[src/rtl/barcode_pkg.sv]
// Shared definitions for the barcode line transmitter and its receiver-side benches.
package barcode_pkg;

  typedef enum logic [1:0] {
    IDLE = 2'd0,
    LOW  = 2'd1,
    HIGH = 2'd2,
    GAP  = 2'd3
  } state_t;

  // Level the barcode line rests at between frames.
  localparam logic BC_IDLE_LVL = 1'b1;

  // Default bit-cell length in clocks, shared with the receiver testbench.
  localparam int unsigned BC_DEFAULT_PERIOD = 1024;

endpackage

[src/rtl/barcode_cell_timer.sv]
// Loadable down-counter timing one phase (low, high or gap) of a barcode cell.
module barcode_cell_timer #(
  parameter int unsigned W = 22
) (
  input  logic         clk,
  input  logic         rst_n,
  input  logic         load,
  input  logic [W-1:0] load_val,
  output logic         tc_c
);

  logic [W-1:0] cnt_q;

  // Load a phase length minus one, then count down and park at zero.
  always_ff @(posedge clk or negedge rst_n) begin
    if (!rst_n) begin
      cnt_q <= '0;
    end else if (load) begin
      cnt_q <= load_val;
    end else if (cnt_q != '0) begin
      cnt_q <= cnt_q - W'(1);
    end
  end

  // Terminal count: the current clock is the last one of the phase.
  assign tc_c = (cnt_q == '0);

endmodule

[src/rtl/barcode_tx.sv]
// Barcode line transmitter: sends an 8-bit ID MSB first as pulse-width-coded cells.
module barcode_tx #(
  parameter int unsigned PER_W      = 22,
  parameter int unsigned MIN_PERIOD = 8
) (
  input  logic             clk,
  input  logic             rst_n,
  input  logic             send,
  input  logic [7:0]       ID,
  input  logic [PER_W-1:0] period,
  output logic             BC,
  output logic             busy,
  output logic             done
);

  import barcode_pkg::*;

  state_t           state_q, state_d;
  logic [7:0]       id_q;
  logic [PER_W-1:0] per_q, q1_q, q0_q;
  logic [2:0]       idx_q;
  logic             bc_q, busy_q, done_q, gap_end_q;

  logic [PER_W-1:0] in_per_c, in_q1_c, in_q0_c;
  logic [PER_W-1:0] cur_low_c, nxt_low_c;
  logic             accept_c, capture_c, idx_dec_c, gap_end_c;
  logic             ld_c, tc_c;
  logic [PER_W-1:0] ld_val_c;
  logic             bc_c, busy_c;

  // Clamp the requested period and split it into short (q1) and long (q0) low times.
  always_comb begin
    in_per_c = (period < PER_W'(MIN_PERIOD)) ? PER_W'(MIN_PERIOD) : period;
    in_q1_c  = in_per_c >> 2;
    in_q0_c  = in_per_c - in_q1_c;
  end

  // Low time of the bit in flight and of the next bit down.
  always_comb begin
    cur_low_c = id_q[idx_q] ? q1_q : q0_q;
    nxt_low_c = id_q[idx_q - 3'd1] ? q1_q : q0_q;
  end

  assign accept_c = send & ~busy_q & (state_q == IDLE);

  // Next-state logic; every phase change reloads the cell timer.
  always_comb begin
    state_d   = state_q;
    capture_c = 1'b0;
    idx_dec_c = 1'b0;
    gap_end_c = 1'b0;
    ld_c      = 1'b0;
    ld_val_c  = '0;
    bc_c      = BC_IDLE_LVL;
    busy_c    = (state_q != IDLE);
    unique case (state_q)
      IDLE: begin
        if (accept_c) begin
          capture_c = 1'b1;
          state_d   = LOW;
          ld_c      = 1'b1;
          ld_val_c  = (ID[7] ? in_q1_c : in_q0_c) - PER_W'(1);
        end
      end
      LOW: begin
        bc_c = ~BC_IDLE_LVL;
        if (tc_c) begin
          state_d  = HIGH;
          ld_c     = 1'b1;
          ld_val_c = per_q - cur_low_c - PER_W'(1);
        end
      end
      HIGH: begin
        if (tc_c) begin
          ld_c = 1'b1;
          if (idx_q == 3'd0) begin
            state_d  = GAP;
            ld_val_c = per_q - PER_W'(1);
          end else begin
            state_d   = LOW;
            idx_dec_c = 1'b1;
            ld_val_c  = nxt_low_c - PER_W'(1);
          end
        end
      end
      GAP: begin
        if (tc_c) begin
          state_d   = IDLE;
          gap_end_c = 1'b1;
        end
      end
      default: state_d = IDLE;
    endcase
  end

  // State register.
  always_ff @(posedge clk or negedge rst_n) begin
    if (!rst_n) state_q <= IDLE;
    else        state_q <= state_d;
  end

  // Holding registers for the frame in flight and the bit index.
  always_ff @(posedge clk or negedge rst_n) begin
    if (!rst_n) begin
      id_q  <= '0;
      per_q <= '0;
      q1_q  <= '0;
      q0_q  <= '0;
      idx_q <= '0;
    end else if (capture_c) begin
      id_q  <= ID;
      per_q <= in_per_c;
      q1_q  <= in_q1_c;
      q0_q  <= in_q0_c;
      idx_q <= 3'd7;
    end else if (idx_dec_c) begin
      idx_q <= idx_q - 3'd1;
    end
  end

  // Output registers; done is delayed one more clock so it follows the last gap clock on BC.
  always_ff @(posedge clk or negedge rst_n) begin
    if (!rst_n) begin
      bc_q      <= BC_IDLE_LVL;
      busy_q    <= 1'b0;
      gap_end_q <= 1'b0;
      done_q    <= 1'b0;
    end else begin
      bc_q      <= bc_c;
      busy_q    <= busy_c;
      gap_end_q <= gap_end_c;
      done_q    <= gap_end_q;
    end
  end

  barcode_cell_timer #(.W(PER_W)) u_timer (
    .clk      (clk),
    .rst_n    (rst_n),
    .load     (ld_c),
    .load_val (ld_val_c),
    .tc_c     (tc_c)
  );

  assign BC   = bc_q;
  assign busy = busy_q;
  assign done = done_q;

endmodule

[config.mk]
export PLATFORM = sky130hd
export DESIGN_NAME = barcode_tx
export DESIGN_NICKNAME = d
export VERILOG_FILES = /design/src/rtl/barcode_pkg.sv /design/src/rtl/barcode_cell_timer.sv /design/src/rtl/barcode_tx.sv
export SDC_FILE = /design/constraint.sdc
export NUM_CORES = 1
export LEC_CHECK = 0
export BUFFER_PORTS_ARGS = -buffer_cell sky130_fd_sc_hd__buf_2
export CELL_PAD_IN_SITES_DETAIL_PLACEMENT = 1
export CELL_PAD_IN_SITES_GLOBAL_PLACEMENT = 1
export CORE_UTILIZATION = 30
export CTS_BUF_LIST = sky130_fd_sc_hd__clkbuf_8
export CTS_CLUSTER_SIZE = 28
export DETAILED_ROUTE_END_ITERATION = 8
export HOLD_SLACK_MARGIN = 0.05
export PLACE_DENSITY_LB_ADDON = 0.12
export SYNTH_ARGS = -nofsm -noshare
export SYNTH_HDL_FRONTEND = slang
export SYNTH_SLANG_ARGS = --single-unit
[constraint.sdc]
create_clock -name clk -period 6.9 [get_ports clk]
set_clock_uncertainty 0.15 [all_clocks]
set_input_delay 0.345 -clock clk [delete_from_list [all_inputs] [get_ports clk]]
set_output_delay 0.345 -clock clk [all_outputs]
set_load 0.03 [all_outputs]
==> summary.md <==
| Metric | Value |
|---|---|
| CTS tree | `built` |
| H-tree level count | `3` |
| IO Port Bufs | `35` |
| Row Count | `61` |
| Clock transition at the registers of the reported paths | `110 ps` |
| CP max FO | `12` |
| Mux share of post-synthesis cell area | `0.0777` |
| #FFs+latches synth | `83` |
| Worst hold slack | `127 ps` |
| Starting Density | `0.309` |
| Antenna cells | `0` |
| Unrepaired setup endpoints after global routing | `false` |
| Part of the cycle the worst path needs | `0.788` |
| Slew margin rel. | `0.348` |
| Reg-to-reg slack, setup | `1760 ps` |
| Final setup TNS | `0 ps` |
| Post-CTS setup buffer count | `0` |
| Hold Violations, Final | `0` |
| 1st-iter DRT viols | `386` |
| # IOs | `36` |
| Root Buffer | `clkbuf_8` |
| Mapped Nets | `1210` |
| Async S/R FF share, synth | `1.00` |
| Max clock buf depth | `2` |
| Top FF cell, synth | `dfrtp_1` |
| WP data arrival | `5570 ps` |
| Hold WC Path Type | `in -> reg` |
| Register area share after synthesis | `0.239` |
| Fin area | `9490 µm²` |
| Vias | `8217` |
| Die X | `172 µm` |
| Placed cell area | `9160 µm²` |
| Clk Latency, worst-skew pair | `410 ps` |
| Detail Placement HPWL | `24.0 mm` |
| RR Startpoint | `idx_q[1]` |
| Synth unique cells | `81` |
| Die Height | `172 µm` |
| XOR/XNOR share of the synthesized area | `0.0917` |
| Slowest library cell on the worst path | `nor4_1` |
| Simple logic cell fraction of the synthesized area | `0.228` |
| CP bufs+invs | `1` |
| Final ANT Viol Nets | `0` |
| Worst Setup Path Type | `in -> reg` |
| Post-synth EDFFs | `0` |
| Area of the die | `29600 µm²` |
| Run status | `complete, no violations` |
| Pre-CTS setup slack | `970 ps` |
| CP Data Required Time | `7030 ps` |
| Critical path's top delay family | `simple AND/OR/NAND/NOR gates` |
| Number of buffers created by CTS | `9` |
| Resize count post-CTS | `0` |
| Critical path, cell by cell | `buf_2 -> nor4_1 -> nand4_1 -> nor4_1 -> nor2b_1 -> ha_1 -> nor2b_1 -> o2111ai_1 -> nand3_1 -> a41oi_1 -> xor2_1 -> a31oi_1 -> or3_1 -> nor3_1 -> nor4_1 -> o41a_1` |
| Via count of the first global-routing pass | `8374` |
| RR Endpoint | `u_timer.cnt_q[21]` |
| Hold buffer count at cts | `8` |
| Fraction of layout cells with a size suffix above 1 | `0.0764` |
| Setup slack after layout | `1460 ps` |
| Total core area | `28100 µm²` |
| Largest family of logic cells by synthesized area | `compound AO/OA/AOI/OAI gates` |
| Crit path capture type | `register` |
| GRT overflow | `0` |
| Crit start category | `input pin` |
| Clock sink count | `83` |
| Routed WL | `30.8 mm` |
| Cell mode on critical path | `nor4_1` |
| Pwr per Cell Area | `184 nW/µm²` |
| GRT Total Usage | `0.217` |
| R2R cell count | `16` |
| Hold path depth | `3` |
| Gp weighted congestion | `0.865` |
| Max cap viols | `0` |
| DRC Markers | `0` |
| YS warnings | `0` |
| Final worst path period need | `5440 ps` |
| Initial antenna violation count | `0` |
| Synth Area in Compound Gates | `0.237` |
| Setup violators final | `0` |
| Area growth syn-to-layout | `9.39%` |
| Final Net Count | `1206` |
| Post-DR wirelength/cell | `20.5 µm` |
| Avg Inst Size Synth | `7.72 µm²` |
| Hold endpoint | `per_q[0]` |
| Via density | `5.47` |
| Post-synthesis adder-cell area fraction | `0.0781` |
| Mapped cell area | `8680 µm²` |
| Pin count of the biggest net entering global routing | `99` |
| Slew Viols, Final | `0` |
| First-pass detailed-route iteration total | `4` |
| Peak VDD IR | `0.0844 mV` |
| Slew @ Worst Pin | `978 ps` |
| Cells after synthesis | `1124` |
| P_leak | `4.09 nW` |
| Max Freq | `0.184 GHz` |
| First-pass GRT wire length | `48.8 mm` |
| Hold_sp | `period[0]` |
| Max stage delay on crit path | `690 ps` |
## metal layers
metal | GRT usage | up-vias | wire [µm]
li1 | - | 4079 | -
met1 | 0.319 | 4012 | 16200
met2 | 0.342 | 105 | 13600
met3 | 0.0181 | 21 | 657
met4 | 0.0481 | 0 | 393
met5 | 0 | - | 0
## cells in the mapped netlist (15+ instances only)
| master | n | area (µm²) |
|---|---|---|
| nor2_1 | 75 | 282 |
| clkbuf_1 | 61 | 229 |
| xor2_1 | 35 | 307 |
| inv_1 | 36 | 135 |
| xnor2_1 | 54 | 473 |
| ha_1 | 51 | 638 |
| nand2_1 | 173 | 649 |
| dfrtp_1 | 82 | 2050 |
| o211ai_1 | 15 | 113 |
| nand3_1 | 31 | 155 |
| o21ai_0 | 83 | 415 |
| a21oi_1 | 66 | 330 |
| nor3_1 | 29 | 145 |
| a21o_1 | 15 | 113 |
| nor4_1 | 20 | 125 |
| mux2i_1 | 52 | 521 |
## sequential cells by signal (all words and copies together), names as in the netlist
register and count:
q0_q 22, state_q 2, busy 1, u_timer.cnt_q 22, gap_end_q 1, BC 1
id_q 8, done 1, per_q 22, idx_q 3
## area by class of cell
cell class	count	area [µm²]
repair buffers	56	355
clock inverters	7	130
flip-flops and latches	83	2080
fillers	3511	18600
clock buffers	9	124
well taps	378	473
inverters	36	135
multi-input cells	934	6200
## cell families (layout without fill, tap and decap cells)
| logic type | after synthesis | count (layout) |
|---|---|---|
| compound gates | 313 | 313 |
| xor+xnor | 90 | 90 |
| fa+ha+maj | 53 | 53 |
| buf+inv | 107 | 108 |
| flops | 83 | 83 |
| mux | 60 | 60 |
| simple gates | 418 | 418 |
## cell usage in the layout (no fill, tap or decap), types with 7 or more instances in the layout
cell type,Yosys,final
nand2_1,173,173
o21ai_0,83,83
a211o_1,8,8
xor2_1,35,35
nand2b_1,9,9
xnor2_1,54,54
nor3_1,29,29
a21o_1,15,15
a21oi_1,66,66
o22ai_1,7,7
dfrtp_1,82,82
o211ai_1,15,15
a31oi_1,9,9
ha_1,51,51
buf_4,0,14
nand4_1,10,10
nor2_1,75,74
a211oi_1,12,12
and2_1,10,10
nor4_1,20,20
buf_2,5,34
dlygate4sd3_1,0,8
a22oi_1,8,8
nor2b_1,14,13
nand3_1,31,31
o21ai_1,11,11
clkbuf_8,0,9
or3_1,13,13
and3_1,8,8
inv_1,36,36
mux2i_1,52,51
## through the flow
| step | utilization | std cells | total power [mW] |
|---|---|---|---|
| after global routing | 0.338 | 1503 | 1.87 |
| after detailed placement | 0.326 | 1479 | 1.28 |
| after floorplan | - | 1124 | 1.09 |
| after CTS | 0.338 | 1503 | 1.76 |
| final | 0.338 | 1503 | 1.75 |
| after global placement | 0.326 | 1479 | 1.27 |
## worst max-delay path by stage
stage / from / depth (start not counted) / endpoint
finish: period[19] / 16 / u_timer.cnt_q[21]
global route: period[16] / 16 / u_timer.cnt_q[21]
CTS: period[19] / 16 / u_timer.cnt_q[21]
detailed placement: period[19] / 16 / u_timer.cnt_q[21]
global placement: period[19] / 16 / u_timer.cnt_q[21]
floorplan: idx_q[1] / 15 / u_timer.cnt_q[21]
## report_power, final
part	switching (mW)	internal, mW	leakage [nW]
clock	0.226	0.248	0.128
combinational	0.392	0.277	2.96
sequential	0.0681	0.536	1.00
## worst min-delay path: stages
cell      delay [ps]
buf_2            100
nand2b_1          80
o21ai_0          100
Note: power is estimated with default switching activity, not from simulation.
